**src/rtl/ex_muldiv_unit_pkg.sv**
```systemverilog
// M-extension constants shared by the iterative multiply/divide unit and its bench.
package riscv_m_pkg;

    localparam logic [2:0] M_MUL    = 3'b000;
    localparam logic [2:0] M_MULH   = 3'b001;
    localparam logic [2:0] M_MULHSU = 3'b010;
    localparam logic [2:0] M_MULHU  = 3'b011;
    localparam logic [2:0] M_DIV    = 3'b100;
    localparam logic [2:0] M_DIVU   = 3'b101;
    localparam logic [2:0] M_REM    = 3'b110;
    localparam logic [2:0] M_REMU   = 3'b111;

    localparam logic [6:0] M_FUNCT7 = 7'b0000001;

    typedef enum logic [1:0] {
        ST_IDLE = 2'd0,
        ST_CALC = 2'd1,
        ST_DONE = 2'd2
    } mstate_t;

endpackage

```
**src/rtl/ex_muldiv_unit_if.sv**
```systemverilog
// EX-stage request/response bundle between the pipeline and the multiply/divide unit.
interface ex_muldiv_unit_if #(parameter int XLEN = 64);
    logic            start;
    logic            word;
    logic [2:0]      func3;
    logic [XLEN-1:0] rs1_data;
    logic [XLEN-1:0] rs2_data;
    logic            flush;
    logic            stall_req;
    logic            busy;
    logic            done;
    logic [XLEN-1:0] result;

    modport master (
        output start, word, func3, rs1_data, rs2_data, flush,
        input  stall_req, busy, done, result
    );

    modport slave (
        input  start, word, func3, rs1_data, rs2_data, flush,
        output stall_req, busy, done, result
    );
endinterface

```
**src/rtl/ex_muldiv_unit_iter_core.sv**
```systemverilog
// One radix-2 step per cycle on unsigned magnitudes: shift-add multiply or restoring divide.
// Outputs are the post-step register values so the caller can capture the final result on the last step.
module muldiv_iter_core #(parameter int XLEN = 64) (
    input  logic              clk,
    input  logic              rst,
    input  logic              load,
    input  logic              step,
    input  logic              is_div,
    input  logic [XLEN-1:0]   a_in,
    input  logic [XLEN-1:0]   b_in,
    output logic [2*XLEN-1:0] prod_nxt,
    output logic [XLEN-1:0]   quot_nxt,
    output logic [XLEN-1:0]   rem_nxt
);
    // acc: product accumulator / partial remainder; sh: multiplicand / divisor; q: multiplier / quotient
    logic [2*XLEN-1:0] acc, sh, acc_d, sh_d;
    logic [XLEN-1:0]   q, q_d;
    logic [XLEN:0]     tmp, sub;
    logic              ge;

    always_comb begin
        tmp   = {acc[XLEN-1:0], q[XLEN-1]};
        ge    = (tmp >= {1'b0, sh[XLEN-1:0]});
        sub   = tmp - {1'b0, sh[XLEN-1:0]};
        acc_d = acc;
        sh_d  = sh;
        q_d   = q;
        if (is_div) begin
            acc_d = {{(XLEN-1){1'b0}}, ge ? sub : tmp};
            q_d   = {q[XLEN-2:0], ge};
        end else begin
            if (q[0]) acc_d = acc + sh;
            sh_d = {sh[2*XLEN-2:0], 1'b0};
            q_d  = {1'b0, q[XLEN-1:1]};
        end
    end

    assign prod_nxt = acc_d;
    assign quot_nxt = q_d;
    assign rem_nxt  = acc_d[XLEN-1:0];

    always_ff @(posedge clk or posedge rst) begin
        if (rst) begin
            acc <= '0;
            sh  <= '0;
            q   <= '0;
        end else if (load) begin
            acc <= '0;
            sh  <= {{XLEN{1'b0}}, b_in};
            q   <= a_in;
        end else if (step) begin
            acc <= acc_d;
            sh  <= sh_d;
            q   <= q_d;
        end
    end
endmodule

```
**src/rtl/ex_muldiv_unit.sv**
```systemverilog
// Iterative RV64M unit: N+1 cycles for normal ops (N = XLEN or XLEN/2), 1 cycle for divide special cases.
// Holds the pipeline via stall_req from acceptance through the last CALC step; flush aborts silently.
module ex_muldiv_unit import riscv_m_pkg::*; #(parameter int XLEN = 64) (
    input  logic        clk,
    input  logic        reset,
    ex_muldiv_unit_if.slave mdu
);
    localparam int HW = XLEN / 2;
    localparam int CW = $clog2(XLEN) + 1;

    mstate_t         state, state_nxt;
    logic [CW-1:0]   cnt;
    logic [2:0]      op_f3;
    logic            op_word, sa_q, sb_q;
    logic [XLEN-1:0] result_q;

    logic            is_div_in, a_signed, b_signed, sa, sb;
    logic            div_zero, div_ovf, special, accept;
    logic [XLEN-1:0] a_ext, b_ext, a_mag, b_mag, a_load, min_neg, spec_raw, spec_res;

    logic [2*XLEN-1:0] prod_nxt, prod_s;
    logic [XLEN-1:0]   quot_nxt, rem_nxt, quot_s, rem_s, raw, calc_res;
    logic              stall_now, busy_now, done_now;

    // Operand decode and divide special-case detection on the incoming instruction
    always_comb begin
        is_div_in = mdu.func3[2];
        if (is_div_in) begin
            a_signed = ~mdu.func3[0];
            b_signed = ~mdu.func3[0];
        end else if (mdu.word) begin
            a_signed = 1'b1;
            b_signed = 1'b1;
        end else begin
            a_signed = (mdu.func3 != M_MULHU);
            b_signed = (mdu.func3 == M_MUL) || (mdu.func3 == M_MULH);
        end
        a_ext = mdu.word ? {{HW{a_signed & mdu.rs1_data[HW-1]}}, mdu.rs1_data[HW-1:0]} : mdu.rs1_data;
        b_ext = mdu.word ? {{HW{b_signed & mdu.rs2_data[HW-1]}}, mdu.rs2_data[HW-1:0]} : mdu.rs2_data;
        sa    = a_signed & a_ext[XLEN-1];
        sb    = b_signed & b_ext[XLEN-1];
        a_mag = sa ? -a_ext : a_ext;
        b_mag = sb ? -b_ext : b_ext;
        min_neg  = mdu.word ? {{(HW+1){1'b1}}, {(HW-1){1'b0}}} : {1'b1, {(XLEN-1){1'b0}}};
        div_zero = is_div_in && (b_ext == '0);
        div_ovf  = is_div_in && !mdu.func3[0] && (a_ext == min_neg) && (b_ext == '1);
        special  = div_zero || div_ovf;
        if (div_zero) spec_raw = mdu.func3[1] ? a_ext : '1;
        else          spec_raw = mdu.func3[1] ? '0 : a_ext;
        spec_res = mdu.word ? {{HW{spec_raw[HW-1]}}, spec_raw[HW-1:0]} : spec_raw;
        // word divides walk the dividend MSB-first, so left-align it
        a_load = (mdu.word && is_div_in) ? (a_mag << HW) : a_mag;
    end

    assign accept = (state == ST_IDLE) && mdu.start && !mdu.flush;

    muldiv_iter_core #(.XLEN(XLEN)) u_core (
        .clk      (clk),
        .rst      (reset),
        .load     (accept && !special),
        .step     (state == ST_CALC),
        .is_div   (op_f3[2]),
        .a_in     (a_load),
        .b_in     (b_mag),
        .prod_nxt (prod_nxt),
        .quot_nxt (quot_nxt),
        .rem_nxt  (rem_nxt)
    );

    always_comb begin
        prod_s = (sa_q ^ sb_q) ? -prod_nxt : prod_nxt;
        quot_s = (sa_q ^ sb_q) ? -quot_nxt : quot_nxt;
        rem_s  = sa_q ? -rem_nxt : rem_nxt;
        if (!op_f3[2]) raw = (op_word || op_f3 == M_MUL) ? prod_s[XLEN-1:0] : prod_s[2*XLEN-1:XLEN];
        else           raw = op_f3[1] ? rem_s : quot_s;
        calc_res = op_word ? {{HW{raw[HW-1]}}, raw[HW-1:0]} : raw;
    end

    always_ff @(posedge clk or posedge reset) begin
        if (reset) state <= ST_IDLE;
        else       state <= state_nxt;
    end

    always_comb begin
        state_nxt = state;
        unique case (state)
            ST_IDLE: if (accept) state_nxt = special ? ST_DONE : ST_CALC;
            ST_CALC: begin
                if (mdu.flush)            state_nxt = ST_IDLE;
                else if (cnt == CW'(1))   state_nxt = ST_DONE;
            end
            ST_DONE: state_nxt = ST_IDLE;
            default: state_nxt = ST_IDLE;
        endcase
    end

    always_comb begin
        busy_now  = (state != ST_IDLE);
        done_now  = (state == ST_DONE) && !mdu.flush;
        stall_now = accept || (state == ST_CALC);
    end

    assign mdu.stall_req = stall_now;
    assign mdu.busy      = busy_now;
    assign mdu.done      = done_now;
    assign mdu.result    = result_q;

    always_ff @(posedge clk or posedge reset) begin
        if (reset) begin
            cnt      <= '0;
            op_f3    <= '0;
            op_word  <= 1'b0;
            sa_q     <= 1'b0;
            sb_q     <= 1'b0;
            result_q <= '0;
        end else if (accept) begin
            op_f3   <= mdu.func3;
            op_word <= mdu.word;
            sa_q    <= sa;
            sb_q    <= sb;
            if (special) result_q <= spec_res;
            else         cnt <= mdu.word ? CW'(HW) : CW'(XLEN);
        end else if (state == ST_CALC) begin
            if (mdu.flush) begin
                cnt <= '0;
            end else begin
                cnt <= cnt - CW'(1);
                if (cnt == CW'(1)) result_q <= calc_res;
            end
        end
    end
endmodule

```
**src/flat_wrapper.sv**
```systemverilog
// flat-port wrapper written by rule: the top's interface ports become plain ports
module ex_muldiv_unit_flat import riscv_m_pkg::*;
#(parameter int XLEN = 64)
  (clk, reset, mdu_start, mdu_word, mdu_func3, mdu_rs1_data, mdu_rs2_data, mdu_flush, mdu_stall_req, mdu_busy, mdu_done, mdu_result);
  ex_muldiv_unit_if #(.XLEN(XLEN)) mdu_i ();
  input  logic clk;
  input  logic reset;
  input wire logic [$bits(mdu_i.start)-1:0] mdu_start;
  input wire logic [$bits(mdu_i.word)-1:0] mdu_word;
  input wire logic [$bits(mdu_i.func3)-1:0] mdu_func3;
  input wire logic [$bits(mdu_i.rs1_data)-1:0] mdu_rs1_data;
  input wire logic [$bits(mdu_i.rs2_data)-1:0] mdu_rs2_data;
  input wire logic [$bits(mdu_i.flush)-1:0] mdu_flush;
  output wire logic [$bits(mdu_i.stall_req)-1:0] mdu_stall_req;
  output wire logic [$bits(mdu_i.busy)-1:0] mdu_busy;
  output wire logic [$bits(mdu_i.done)-1:0] mdu_done;
  output wire logic [$bits(mdu_i.result)-1:0] mdu_result;
  assign mdu_i.start = mdu_start;
  assign mdu_i.word = mdu_word;
  assign mdu_i.func3 = mdu_func3;
  assign mdu_i.rs1_data = mdu_rs1_data;
  assign mdu_i.rs2_data = mdu_rs2_data;
  assign mdu_i.flush = mdu_flush;
  assign mdu_stall_req = mdu_i.stall_req;
  assign mdu_busy = mdu_i.busy;
  assign mdu_done = mdu_i.done;
  assign mdu_result = mdu_i.result;
  ex_muldiv_unit #(.XLEN(XLEN)) u_core (.clk(clk), .reset(reset), .mdu(mdu_i));
endmodule
```
**config.mk**
```make
export PLATFORM = sky130hd
export DESIGN_NAME = ex_muldiv_unit_flat
export DESIGN_NICKNAME = d
export VERILOG_FILES = /design/src/rtl/ex_muldiv_unit_pkg.sv /design/src/rtl/ex_muldiv_unit_if.sv /design/src/rtl/ex_muldiv_unit_iter_core.sv /design/src/rtl/ex_muldiv_unit.sv /design/src/flat_wrapper.sv
export SDC_FILE = /design/constraint.sdc
export NUM_CORES = 2
export LEC_CHECK = 0
export CORE_MARGIN = 8
export CORE_UTILIZATION = 37
export DETAILED_ROUTE_END_ITERATION = 12
export PLACE_DENSITY = 0.57
export SLEW_MARGIN = 20
export SYNTH_ARGS = -nofsm -noshare
export SYNTH_HDL_FRONTEND = slang
export SYNTH_SLANG_ARGS = --single-unit
```
**constraint.sdc**
```tcl
create_clock -name clk -period 32.3 [get_ports clk]
set_input_delay 4.845 -clock clk [delete_from_list [all_inputs] [get_ports clk]]
set_output_delay 4.845 -clock clk [all_outputs]
set_load 0.03 [all_outputs]
```
* Yosys cells after proc, flatten, opt, wreduce, memory -nomap -nowiden
Cells that the tools add are included.
** Storage, ports and cells
- Input port bits :: 136
- Output and inout bits :: 67
- Word-level logic and storage cells :: 113
- Register bits :: 399
** Operators by class
- Order comparisons :: 1
- Mux-type cells :: 47
- Reductions and logical operators :: 28
- Bitwise operators :: 6
- Eq/ne operators :: 13
- Add/subtract/negate cells :: 8
** Operators with widths (count)
- 64-bit 2-to-1 mux :: 23
- 128-bit 2-to-1 mux :: 8
- 64-bit negation :: 4
- 128-bit adder :: 1
- 128-bit negation :: 1
- 65-bit by 64-bit greater-or-equal comparator with 1-bit output :: 1
- 65-bit 2-to-1 mux :: 1
- 65-bit by 64-bit subtractor with 65-bit output :: 1
- 64-bit == test :: 1
- 64-bit == test (second input constant) :: 1
- 64-bit zero test :: 1
- 63-bit 2-to-1 mux :: 1
- 7-bit 2-to-1 mux :: 5
- 1-bit logical AND :: 9
- 2-bit 2-to-1 mux :: 4
- 2-bit nonzero test :: 4
- 7-bit by 1-bit == test with 1-bit output (second input constant) :: 1
- 7-bit by 1-bit subtractor with 7-bit output (second input constant) :: 1
- 3-bit zero test :: 2
- 2-bit by 1-bit inequality test with 1-bit output (second input constant) :: 3
- 3-bit by 2-bit inequality test with 1-bit output (second input constant) :: 2
- 2-bit AND reduction :: 3
- 1-bit AND :: 4
- 1-bit logical OR :: 4
- 11 further kinds :: 17

* Logic depth before layout (Yosys ltp)
- Depth in word-level cells :: 13
- Mapped depth :: 31
- Depth with buffers taken out :: 25

* Cells and area by module
A second synthesis with hierarchy kept.
** Unflattened totals
- Cells, all modules :: 6544
- Area total of the unflattened synthesis :: 46942.5 µm²
** Modules (own cells, without submodules)
- muldiv_iter_core :: area an instance 29493.3 µm², cells each 3880, instances 1, seq. area each 8007.7 µm²
- ex_muldiv_unit :: area an instance 17449.2 µm², cells each 2664, instances 1, seq. area each 1976.9 µm²

* Worst setup path after synthesis
OpenSTA, ideal clock, no wires.
- Kind :: input -> output
- From :: input mdu_start
- To :: output mdu_stall_req
- Path buffers :: 3
- Setup slack :: 21.441 ns
- Stages on the path :: 6
- Data arrival time :: 6.014 ns
- Data required time :: 27.455 ns
- Cells stage by stage :: nand2_1 > or2_2 > clkbuf_1 > clkbuf_1 > clkbuf_1 > nand2_1
** On the way
- Longest elaborated chain between the ends :: 3
** Ends and longest elaborated chain
- start, declared :: line flat_wrapper.sv:8 : input wire logic [$bits(mdu_i.start)-1:0] mdu_start;
- 1-bit logical AND (2 in series) :: line ex_muldiv_unit.sv:55 : assign accept = (state == ST_IDLE) && mdu.start && !mdu.flush;
- 1-bit logical OR :: line ex_muldiv_unit.sv:100 : stall_now = accept || (state == ST_CALC);
- end, declared :: line flat_wrapper.sv:14 : output wire logic [$bits(mdu_i.stall_req)-1:0] mdu_stall_req;
Every way passes these cells.

* Worst setup path after layout
- From :: input mdu_flush
- To :: output mdu_stall_req
** On the way
- Longest elaborated chain between the ends :: 3
** Ends and longest elaborated chain
- start, declared :: line flat_wrapper.sv:13 : input wire logic [$bits(mdu_i.flush)-1:0] mdu_flush;
- 1-bit zero test :: line ex_muldiv_unit.sv:55
- 1-bit logical AND :: line ex_muldiv_unit.sv:55
- 1-bit logical OR :: line ex_muldiv_unit.sv:100
Every way passes these cells.

==> metrics.md <==
| Metric | Value |
|---|---|
| Grt ovf | `0` |
| Max_slew headroom | `0.191` |
| Final Max Tran Viols | `0` |
| # setup viols final | `0` |
| Syn nets | `7420` |
| CTS Buf Count | `50` |
| Switching pwr | `3930 uW` |
| Logic pwr share | `0.741` |
| Area delta synth->final | `10.5%` |
| DR iter-0 viols | `8886` |
| Vias in the first global route | `54214` |
| Register area share after synthesis | `0.203` |
| CP max FO | `26` |
| Multi-input gate area | `36800 sq um` |
| Setup repair after global routing missed its margin | `false` |
| Hold Vio Cnt, Final | `0` |
| Post-CTS setup buffer count | `0` |
| Via density | `6.80` |
| Synth unique cells | `132` |
| Kind of cell adding the most delay to the critical path | `buffers and inverters` |
| Most common cell after layout, fill and taps aside | `nand2_1` |
| Top cells by area, synth | `dfrtp_1 (20%), a21oi_1 (7.8%), nand2_1 (7.5%)` |
| Wirelength, routed | `271000 um` |
| Switching portion of total power | `0.619` |
| Max IR drop VDD | `0.0000555 V` |
| First-pass GRT wire length | `386000 um` |
| Final WS setup | `20550 ps` |
| Fin util | `0.410` |
| FMAX | `85.1 MHz` |
| Skew-Pair Late Insertion Delay | `670 ps` |
| Leak Pwr | `0.0206 uW` |
| Height of the die | `381 um` |
| Cell taking the most area after synthesis | `dfrtp_1` |
| Die area | `145000 sq um` |
| Fill cells | `13965` |
| Worst setup EP type | `output pin` |
| CTS H-tree depth | `2` |
| Cells after Synth | `7084` |
| HPWL Detailed | `212000 um` |
| Yosys reg bits | `399` |
| Crit path time final | `11750 ps` |
| Clock Skew | `18.7 ps` |
| Critical Path Start Type | `input port` |
| CTS Buffer Depth | `3` |
| Worst slew pin tran | `1200 ps` |
| CTS tree | `built` |
| Core box area | `133000 sq um` |
| Type of the worst setup path | `input port to output pin` |
| Final period utilization | `0.364` |
| WP data arrival | `6900 ps` |
| Number of nets with antenna violations after routing | `0` |
| TNS Setup | `0 ps` |
| CP Cell Sequence | `clkdlybuf4s50_1 -> or2_2 -> nand2_1 -> clkdlybuf4s50_1` |
| Yosys warns | `0` |
| Root buffer cell | `clkbuf_16` |
| Sequential share of power | `0.160` |
| Largest net degree at the start of global routing | `120` |
| FF-to-FF setup slack | `23240 ps` |
| Finished Cell Area | `54400 sq um` |
| Slowest stage delay, CP | `700 ps` |
| Hold buffer count at CTS | `0` |
| Via count | `59837` |
| Post-synth top area share | `0.203` |
| Ports | `203` |
| EDFF count, synth | `0` |
| Overall routing resource usage | `0.351` |
| Sequential cell area | `9990 sq um` |
| Prevailing post-synth register cell | `dfrtp_1` |
| Asr flop ratio synth | `1.00` |
| Initial antenna violation count | `6` |
| Nets@finish | `7318` |
| Int Pwr | `2420 uW` |
| Worst endpoint required time | `27450 ps` |
| Placer Congestion | `1.10` |
| Sink Count | `399` |
| Commonest non-fill, non-tap cells in the layout | `nand2_1 (986), a21oi_1 (763), nor2_1 (689)` |
| Critical path's most frequent cell | `clkdlybuf4s50_1` |
| Post-Syn Area per Cell | `6.95 sq um` |
| Post-CTS Resized | `0` |
| WL per Instance | `30.9 um` |
| Min-delay worst type | `register to register` |
| Share of layout cells above drive strength 1 | `0.0611` |
| Die width | `381 um` |
| Max cap viols | `0` |
| Slowest-stage cell, CP | `clkdlybuf4s50_1` |
| FP Rows | `134` |
| Mapped cell area | `49200 sq um` |
| Pre-CTS WS | `20550 ps` |
| Number of port buffers | `202` |
| Residual DRC | `0` |
| Status | `completed` |
| Worst path bufs/invs | `2` |
| TritonRoute pass-1 iters | `10` |
| Placed cell area | `52600 sq um` |
| Clock power frac | `0.099` |
| Pwr Density | `117 nW/um^2` |
| Starting Density | `0.371` |
| Worst-path clk slew | `60 ps` |
| Fin Hold WS | `489 ps` |
flip-flops by register name, summed over array words and instances (netlist names):
name,count
u_core.u_core.acc,128
u_core.u_core.q,64
u_core.sa_q,1
u_core.cnt,7
u_core.sb_q,1
u_core.op_f3,3
u_core.u_core.sh,128
u_core.mdu.result,64
u_core.op_word,1
u_core.state,2
routing by layer:
| metal | global-route usage | wire (um) | part of all wire |
|---|---|---|---|
| met1 | 0.468 | 109000 | 0.40 |
| met2 | 0.497 | 108000 | 0.40 |
| met3 | 0.104 | 33500 | 0.12 |
| met4 | 0.207 | 20100 | 0.074 |
| met5 | 0 | 12 | 0.000044 |
path summary, 6_finish.rpt:
kind,start,end,depth (start not counted)
setup / recovery,mdu_flush,mdu_stall_req,4
hold / removal,u_core.mdu.result[12]$_DFFE_PP0P_,u_core.mdu.result[12]$_DFFE_PP0P_,2
setup reg to reg,u_core.u_core.sh[59]$_DFFE_PP0P_,u_core.mdu.result[43]$_DFFE_PP0P_,19
hold reg to reg,u_core.mdu.result[12]$_DFFE_PP0P_,u_core.mdu.result[12]$_DFFE_PP0P_,2
max in group asynchronous,reset,u_core.op_f3[2]$_DFFE_PP0P_,5
min in group asynchronous,reset,u_core.u_core.acc[52]$_DFFE_PP0P_,2
kinds of logic after synthesis:
logic type	count (synthesis)	synth area share
and+or+nand+nor	2850	0.275
AOI/OAI and AO/OA	2515	0.329
buffers and inverters	645	0.0535
DFF	399	0.203
xor gates and xnor gates	336	0.0598
adders and majority gates	230	0.0572
muxes	109	0.0226
worst min-delay path: stages (launching register included):
cell,delay [ps]
dfrtp_1,340
nand2_1,50
o21ai_0,60
layout make-up:
type,instances,share of cell area
multi-input cells,6040,0.676
clock buffers,67,0.0270
repair buffers,333,0.0554
clock inverters,25,0.00580
diodes,5,0.000230
well taps,1768,0.0407
inverters,158,0.0110
flip-flops and latches,399,0.184
cell usage after synthesis, types with 87 or more instances:
| cell type | number |
|---|---|
| nand2_1 | 988 |
| a21oi_1 | 765 |
| nor2_1 | 699 |
| o21ai_0 | 581 |
| dfrtp_1 | 399 |
| clkbuf_1 | 325 |
| nand3_1 | 240 |
| nor3_1 | 208 |
| ha_1 | 198 |
| xnor2_1 | 193 |
| nand4_1 | 175 |
| inv_1 | 158 |
| xor2_1 | 143 |
| a31oi_1 | 138 |
| buf_2 | 99 |
| o31ai_1 | 93 |
| mux2i_1 | 91 |
| o211ai_1 | 87 |
power groups by stage:
stage               combinational (uW)  clock (uW)  sequential [uW]
CTS                               4490         634              989
floorplan                         2800           0              878
global placement                  4450           0              997
finish                            4710         628             1020
detailed placement                4460           0              996
global route                      4890         651             1020
through the flow:
stage               cells  power, uW
global route         8790       6560
CTS                  8790       6110
floorplan            7084       3670
finish               8795       6350
detailed placement   8698       5460
global placement     8698       5440
Power figures use the tool's default switching activity.
